$ cat src/rtl/alarm_ctrl.sv
// ============================================================================
//  Module   : alarm_ctrl
//  Purpose  : Owns the alarm time and the ringing state. Converts the alarm
//             comparator's level match (buzz) into a latched ring output, with
//             snooze, stop, arm toggle and an automatic ring timeout.
//  Ports    : Clk       - single rising-edge clock
//             Reset     - asynchronous active-high reset
//             buzz      - comparator match level (time == alarm & alarmOn)
//             min_tick  - one-cycle pulse per time-of-day minute
//             setAlarm  - level; enables alarm-time editing while idle
//             advMin    - pulse; advance alarm minute (mod 60, no carry)
//             advHr     - pulse; advance alarm hour (mod 24)
//             armToggle - pulse; invert alarmOn
//             snooze    - pulse; silence and push the alarm SNOOZE_MIN later
//             stop      - pulse; silence and restore the user alarm time
//             amin/ahrs - active compare time fed to the comparator
//             alarmOn   - alarm armed
//             ring      - alarm sounding
//  Revision : 1.0 - initial release
// ============================================================================
`default_nettype none

module alarm_ctrl #(
  parameter int SNOOZE_MIN = 9,   // 1..59
  parameter int RING_MIN   = 2    // 1..15
) (
  input  logic       Clk,
  input  logic       Reset,
  input  logic       buzz,
  input  logic       min_tick,
  input  logic       setAlarm,
  input  logic       advMin,
  input  logic       advHr,
  input  logic       armToggle,
  input  logic       snooze,
  input  logic       stop,
  output logic [6:0] amin,
  output logic [6:0] ahrs,
  output logic       alarmOn,
  output logic       ring
);

  localparam logic [6:0] SNOOZE_ADD = 7'(SNOOZE_MIN);
  localparam logic [3:0] RING_LIM   = 4'(RING_MIN);

  typedef enum logic [1:0] {
    IDLE    = 2'd0,
    RINGING = 2'd1,
    SNOOZED = 2'd2
  } state_t;

  state_t     state, state_n;
  logic [6:0] base_min, base_min_n;
  logic [6:0] base_hr, base_hr_n;
  logic [6:0] amin_n, ahrs_n;
  logic       alarm_on_n, ring_n;
  logic       buzz_q;
  logic [3:0] ring_cnt, ring_cnt_n;

  logic       rise;
  logic       arm_drop;     // armToggle about to disarm the alarm
  logic [6:0] base_min_inc, base_hr_inc;
  logic [6:0] snz_min_sum, snz_min, snz_hr;
  logic [3:0] ring_cnt_inc;

  assign rise     = buzz & ~buzz_q;
  assign arm_drop = armToggle & alarmOn;

  assign base_min_inc = (base_min == 7'd59) ? 7'd0 : base_min + 7'd1;
  assign base_hr_inc  = (base_hr  == 7'd23) ? 7'd0 : base_hr  + 7'd1;
  assign ring_cnt_inc = ring_cnt + 4'd1;

  // Snooze adds to the active compare time (which may already be snoozed),
  // so repeated snoozes accumulate. Max sum is 59+59, which fits in 7 bits.
  always_comb begin
    snz_min_sum = amin + SNOOZE_ADD;
    snz_min     = snz_min_sum;
    snz_hr      = ahrs;
    if (snz_min_sum >= 7'd60) begin
      snz_min = snz_min_sum - 7'd60;
      snz_hr  = (ahrs == 7'd23) ? 7'd0 : ahrs + 7'd1;
    end
  end

  // Next-state and next-register logic. Restore is expressed by overwriting
  // the defaults with the base time and IDLE.
  always_comb begin
    state_n    = state;
    base_min_n = base_min;
    base_hr_n  = base_hr;
    amin_n     = amin;
    ahrs_n     = ahrs;
    ring_n     = ring;
    ring_cnt_n = ring_cnt;
    alarm_on_n = armToggle ? ~alarmOn : alarmOn;

    unique case (state)
      IDLE: begin
        if (setAlarm && advMin) begin
          base_min_n = base_min_inc;
          amin_n     = base_min_inc;
        end
        if (setAlarm && advHr) begin
          base_hr_n = base_hr_inc;
          ahrs_n    = base_hr_inc;
        end
        if (rise) begin
          ring_n     = 1'b1;
          ring_cnt_n = 4'd0;
          state_n    = RINGING;
        end
      end

      RINGING: begin
        if (stop || arm_drop) begin
          amin_n     = base_min;
          ahrs_n     = base_hr;
          ring_n     = 1'b0;
          ring_cnt_n = 4'd0;
          state_n    = IDLE;
        end else if (snooze) begin
          ring_n  = 1'b0;
          amin_n  = snz_min;
          ahrs_n  = snz_hr;
          state_n = SNOOZED;
        end else if (min_tick) begin
          if (ring_cnt_inc == RING_LIM) begin
            amin_n     = base_min;
            ahrs_n     = base_hr;
            ring_n     = 1'b0;
            ring_cnt_n = 4'd0;
            state_n    = IDLE;
          end else begin
            ring_cnt_n = ring_cnt_inc;
          end
        end
      end

      SNOOZED: begin
        if (stop || arm_drop) begin
          amin_n     = base_min;
          ahrs_n     = base_hr;
          ring_n     = 1'b0;
          ring_cnt_n = 4'd0;
          state_n    = IDLE;
        end else if (rise) begin
          ring_n     = 1'b1;
          ring_cnt_n = 4'd0;
          state_n    = RINGING;
        end
      end

      default: begin
        amin_n     = base_min;
        ahrs_n     = base_hr;
        ring_n     = 1'b0;
        ring_cnt_n = 4'd0;
        state_n    = IDLE;
      end
    endcase
  end

  always_ff @(posedge Clk or posedge Reset) begin
    if (Reset) begin
      state    <= IDLE;
      base_min <= 7'd0;
      base_hr  <= 7'd0;
      amin     <= 7'd0;
      ahrs     <= 7'd0;
      alarmOn  <= 1'b0;
      ring     <= 1'b0;
      buzz_q   <= 1'b0;
      ring_cnt <= 4'd0;
    end else begin
      state    <= state_n;
      base_min <= base_min_n;
      base_hr  <= base_hr_n;
      amin     <= amin_n;
      ahrs     <= ahrs_n;
      alarmOn  <= alarm_on_n;
      ring     <= ring_n;
      buzz_q   <= buzz;
      ring_cnt <= ring_cnt_n;
    end
  end

endmodule

`default_nettype wire

$ cat config.mk
export PLATFORM = sky130hd
export DESIGN_NAME = alarm_ctrl
export DESIGN_NICKNAME = d
export VERILOG_FILES = /design/src/rtl/alarm_ctrl.sv
export SDC_FILE = /design/constraint.sdc
export NUM_CORES = 1
export LEC_CHECK = 0
export CORE_MARGIN = 4
export CORE_UTILIZATION = 46
export DETAILED_ROUTE_END_ITERATION = 10
export GPL_ROUTABILITY_DRIVEN = 0
export MAX_ROUTING_LAYER = met4
export PLACE_DENSITY = 0.67
export SLEW_MARGIN = 20
export SYNTH_ARGS = -nofsm -noshare
export SYNTH_HDL_FRONTEND = slang
export SYNTH_SLANG_ARGS = --single-unit
$ cat constraint.sdc
create_clock -name Clk -period 3.4 [get_ports Clk]
set_input_delay 0.85 -clock Clk [delete_from_list [all_inputs] [get_ports Clk]]
set_output_delay 0.85 -clock Clk [all_outputs]
set_load 0.01 [all_outputs]
== After elaboration in Yosys (flattened, before gate mapping) ==
Index checks and enable logic that the tools add are counted.

* Equal/unequal tests: 14
* Divide/modulo/power cells: 0
* Reduce and logical (&&, ||, !) cells: 10
* $mul: 0
* Shift-type cells: 0
* Add/subtract/negate cells: 6
* Multiplexer cells: 40
* Bitwise operators: 4
* $lt $le $gt $ge: 1

{| class="wikitable"
|+ Operators with widths
! cell !! number
|-
| 7-bit 2-to-1 mux || 17
|-
| 7-bit one-hot mux with 3 select lines || 2
|-
| 4-bit 2-to-1 mux || 6
|-
| 7-bit by 1-bit adder with 7-bit output, second input constant || 3
|-
| 7-bit by 5-bit equality test with 1-bit output, second input constant || 2
|-
| 2-bit 2-to-1 mux || 6
|-
| 4-bit != test, second input constant || 3
|-
| 4-bit one-hot mux with 3 select lines || 1
|-
| 2-bit AND reduction || 4
|-
| 7-bit by 4-bit adder with 7-bit output, second input constant || 1
|-
| 7-bit by 6-bit equality test with 1-bit output, second input constant || 1
|-
| 7-bit by 6-bit greater-or-equal comparator with 1-bit output, second input constant || 1
|-
| 7-bit by 6-bit subtractor with 7-bit output, second input constant || 1
|-
| 1-bit 2-to-1 mux || 6
|-
| 2-bit != test, second input constant || 3
|-
| 3-bit != test, second input constant || 2
|-
| 2-bit one-hot mux with 3 select lines || 1
|-
| 5-bit AND reduction || 1
|-
| 4-bit by 1-bit adder with 4-bit output, second input constant || 1
|-
| 4-bit by 2-bit equality test with 1-bit output, second input constant || 1
|-
| 4-bit AND reduction || 1
|-
| 1-bit one-hot mux with 3 select lines || 1
|-
| 1-bit AND || 2
|-
| 2-bit by 1-bit equality test with 1-bit output, second input constant || 1
|-
| 5 further kinds || 7
|}

* Output and inout port bits: 16
* Bits of input ports: 10
* Latch bits: 0
* Logic and storage cells: 84
* Memory bits (writable): 0
* Register bits: 37
* Bits in read-only memories: 0
* Memories kept: 0

== Logic depth before layout (Yosys ltp) ==
* Depth after elaboration: 7
* Gate-level depth with buffers: 11
* Mapped depth without buffers: 10

== Worst setup path after synthesis ==
OpenSTA, ideal clock, no wires.

* Path type: register to register
* Start: reg amin[0]
* End: reg ahrs[0]
* Data required time: 3326 ps
* Buffers on the path: 1
* Arrival: 2323 ps
* Stages on the path, launching flop included: 12
* Setup time: 74 ps
* Path slack: 1003 ps
* Period minus slack after synthesis: 2397 ps
* Cells stage by stage: dfrtp_1 > ha_1 > xor2_1 > ha_1 > nor2b_1 > mux2_4 > a2bb2oi_4 > o21ai_4 > o2111ai_2 > buf_6 > nand2_1 > o21ai_2

* Cells in the longest elaborated chain, start to end: 4

{| class="wikitable"
|+ Ends and longest elaborated chain
! what !! RTL line !! source
|-
| start: declaration || 37 || <nowiki>output logic [6:0] amin,</nowiki>
|-
| start signal: assignment || 178 || <nowiki>amin <= amin_n;</nowiki>
|-
| 7-bit by 4-bit adder with 7-bit output || 76 || <nowiki>snz_min_sum = amin + SNOOZE_ADD;</nowiki>
|-
| 7-bit by 6-bit greater-or-equal comparator with 1-bit output || 79 || <nowiki>if (snz_min_sum >= 7'd60) begin</nowiki>
|-
| 4-bit != test (no source line) || -- ||
|-
| 5-bit AND reduction (no source line) || -- ||
|-
| end signal: assignment || 179 || <nowiki>ahrs <= ahrs_n;</nowiki>
|-
| end: declaration || 38 || <nowiki>output logic [6:0] ahrs,</nowiki>
|}

Every way passes these cells.
A chain may end at the register's enable or synchronous reset.

== Worst setup path after layout ==
* Start: reg amin[0]
* End: reg ahrs[2]

Same word-level chain as after synthesis.

==> metrics.cfg <==
[setup_path]
crit_path_end_kind=flip-flop
reg2reg_slack_ps=690
reg2regPathDepth=11
criticalPathCategory=flip-flop to flip-flop
startpoint_type=flip-flop
cp.required_ps=3570
rr_endpoint=ahrs[2]
critPathMaxFanout=12
worstPathArrival_ps=2880
r2r-start=amin[0]

[floorplan]
core_area_um2=5270
fp-row-count=26
start_util_pct=48.77
ioPinCount=26
die_h_um=82.75
fp.dieArea_um2=6847
fp.dieW_um=82.75

[cts]
cts-buffers-inserted=5
cts-root-buf=clkbuf_8
cts_resized=0
clock-sinks=37
clk_path_buf_depth=2
post_cts_buffers=0
cts_tree=built
clk_pin_slew_ps=70
hold_buffers=0
htree_levels=2
clk-insertion-delay-late_ps=290

[worst_hold_path]
min_path_cells=1
min_to=alarmOn
hold_class=flip-flop to flip-flop
hold_path.startpoint=alarmOn

[logic_synthesis]
synth_xor_area_share_pct=5.063
synth_top_family_by_area=compound AO/OA/AOI/OAI gates
synth_cell_type_count=57
syn_inst=290
async_flop_share_pct=100.0
ys_seq_area_share_pct=36.03
yosys.area_share.simple_pct=23.37
yosys-mux-area-fraction_pct=3.457
yosysTopAreaCell=dfrtp_1
ys_seq_elements=37
synth_warnings=0
synth.area.top_cells=dfrtp_1 (36%), nand2_1 (4.7%), a21oi_1 (3.7%), o21ai_0 (3.5%), nor2_1 (3.5%)
synth_edf_count=0
yosys_most_used_dff=dfrtp_1
synth_fp_nets=307
synth-compound-area-share_pct=24.88
synthAdderAreaFrac_pct=3.408
netlist_area_um2=2570
synth_top_area_share_pct=36.03
syn_avg_cell_area_um2=8.862

[timing]
worst_pin_slew_ps=649.8
setup_viol=0
max_clock_freq_mhz=369.2
finalCritPeriodShare_pct=79.67
period_minus_slack_ps=2709
fin_skew_ps=5.859
final_max_slew_viol_count=0
rsz0062_at_grt=false
hold_viol=0
fin_tns_setup_ps=0
slew_headroom_pct=56.68

[run]
drv_cap=0

[power]
p_leak_nw=1.254
power_density_nw_per_um2=683.5
ir_drop_mv=0.3713

[drt]
vias=2249
vias_per_cell=5.826
wire_per_inst_um=15.51
drc=0
drt.antenna.violating_nets=0
drt-total-wl_um=5987
firstDrtPassIters=4
dr.first_iter.drc_count=142

[global_routing]
grt_pass1_vias=2073
grt_usage_pct=19.73
grt_pass1_wl_um=10090
grt_overflow=0
antenna_found_initial=0
grt_start_max_net_pins=38

[place]
hpwl_um=4398
port_buffers=25
place_area_um2=2859

[finish]
drive_gt1_share_pct=13.29
diodes=0
nets=332
synthToLayoutAreaGrowth_pct=14.51
fin_area_um2=2943

[run_status]
outcome=finished, final reports clean

[per-layer routing]
metal | track usage, % | part of all wire (%)
met5 | - | 0
met2 | 28.69 | 46
met4 | 5.392 | 0.80
met3 | 3.037 | 5.2
met1 | 28.52 | 48
[cell type report]
type,instances,area [um^2]
multi-input cells,237,1546
repair buffers,29,280.3
inverters,5,18.77
clock buffers,7,76.32
flip-flops and latches,37,925.9
well taps,70,87.58
clock inverters,1,7.507
fillers,518,2327
[placed cells by master, fill, tap and decap left out, types with 4 or more instances in the layout]
cell type	instances
dfrtp_1	37
nand2_1	32
clkdlybuf4s50_1	25
nor2_1	24
a21oi_1	19
o21ai_0	18
nand3_1	16
o21ai_2	9
xor2_1	8
nor2b_1	7
and3_1	7
ha_1	7
o31ai_1	6
o22ai_1	5
inv_1	5
xnor2_1	5
nor3_1	5
clkbuf_8	5
o32ai_1	4
mux2i_1	4
buf_4	4
[where the power goes]
group	internal [mW]	switching [mW]	total (mW)
clock	0.145	0.160	0.306
sequential	0.564	0.225	0.790
combinational	0.460	0.456	0.916
total	1.17	0.842	2.01
[cells in the mapped netlist (all sizes together) (2+ instances only)]
cell type   n
buf         6
nand3b      3
and2b       2
o32a        2
mux2i       4
clkbuf      5
and2        3
dfrtp      37
o32ai       4
o22ai       5
a221oi      2
o31ai       6
ha          7
nand2b      2
nand3      16
nor4b       2
o21ai      31
inv         5
or2         3
nand2      33
nor2b       7
nand4       3
a21o        2
xor2        9
mux2        4
nor3        6
a31oi       3
a21oi      22
xnor2       5
and3        9
nor2       26
a211oi      3
[state kept, by name, indices dropped and copies added, names as in the netlist]
name	count
buzz_q	1
ring	1
alarmOn	1
state	2
ahrs	7
base_hr	7
amin	7
ring_cnt	4
base_min	7
[through the flow]
stage               utilization [%]  hold slack (ps)  std cells  power [mW]  setup slack (ps)
floorplan                         -            468.1        290       1.401              1003
global placement              54.25            496.3        378       1.695             492.1
detailed placement            54.25            506.1        378       1.712             438.5
CTS                           55.84            518.0        386       2.021             681.3
global route                  55.84            528.4        386       2.168             501.4
finish                        55.84            518.4        386       2.011             691.1
[cell families (layout without fill, tap and decap cells)]
kind of cell | Yosys count | count (layout)
and+or+nand+nor | 118 | 118
AOI/OAI and AO/OA | 90 | 90
DFF | 37 | 37
buffers and inverters | 16 | 42
xor gates and xnor gates | 14 | 14
muxes | 8 | 8
adders and majority gates | 7 | 7
[worst max-delay path, stage by stage, from the launching register on]
cell,delay [ps]
dfrtp_1,470
ha_1,350
xor2_1,200
ha_1,240
nor2b_1,140
mux2_4,290
a2bb2oi_4,170
o21ai_4,100
o2111ai_2,180
buf_4,240
nor2b_1,150
a21oi_1,40
[how the worst max path moves through the flow]
stage,startpoint,endpoint,slack [ps],depth (start not counted)
3_3_place_gp,armToggle,amin[3],490,8
4_1_cts,amin[0],ahrs[2],680,11
3_5_place_dp,armToggle,amin[3],440,8
5_1_grt,amin[0],ahrs[6],500,11
2_1_floorplan,amin[0],ahrs[0],1000,11
6_report,amin[0],ahrs[2],690,11
(Power assumes the default switching activity.)
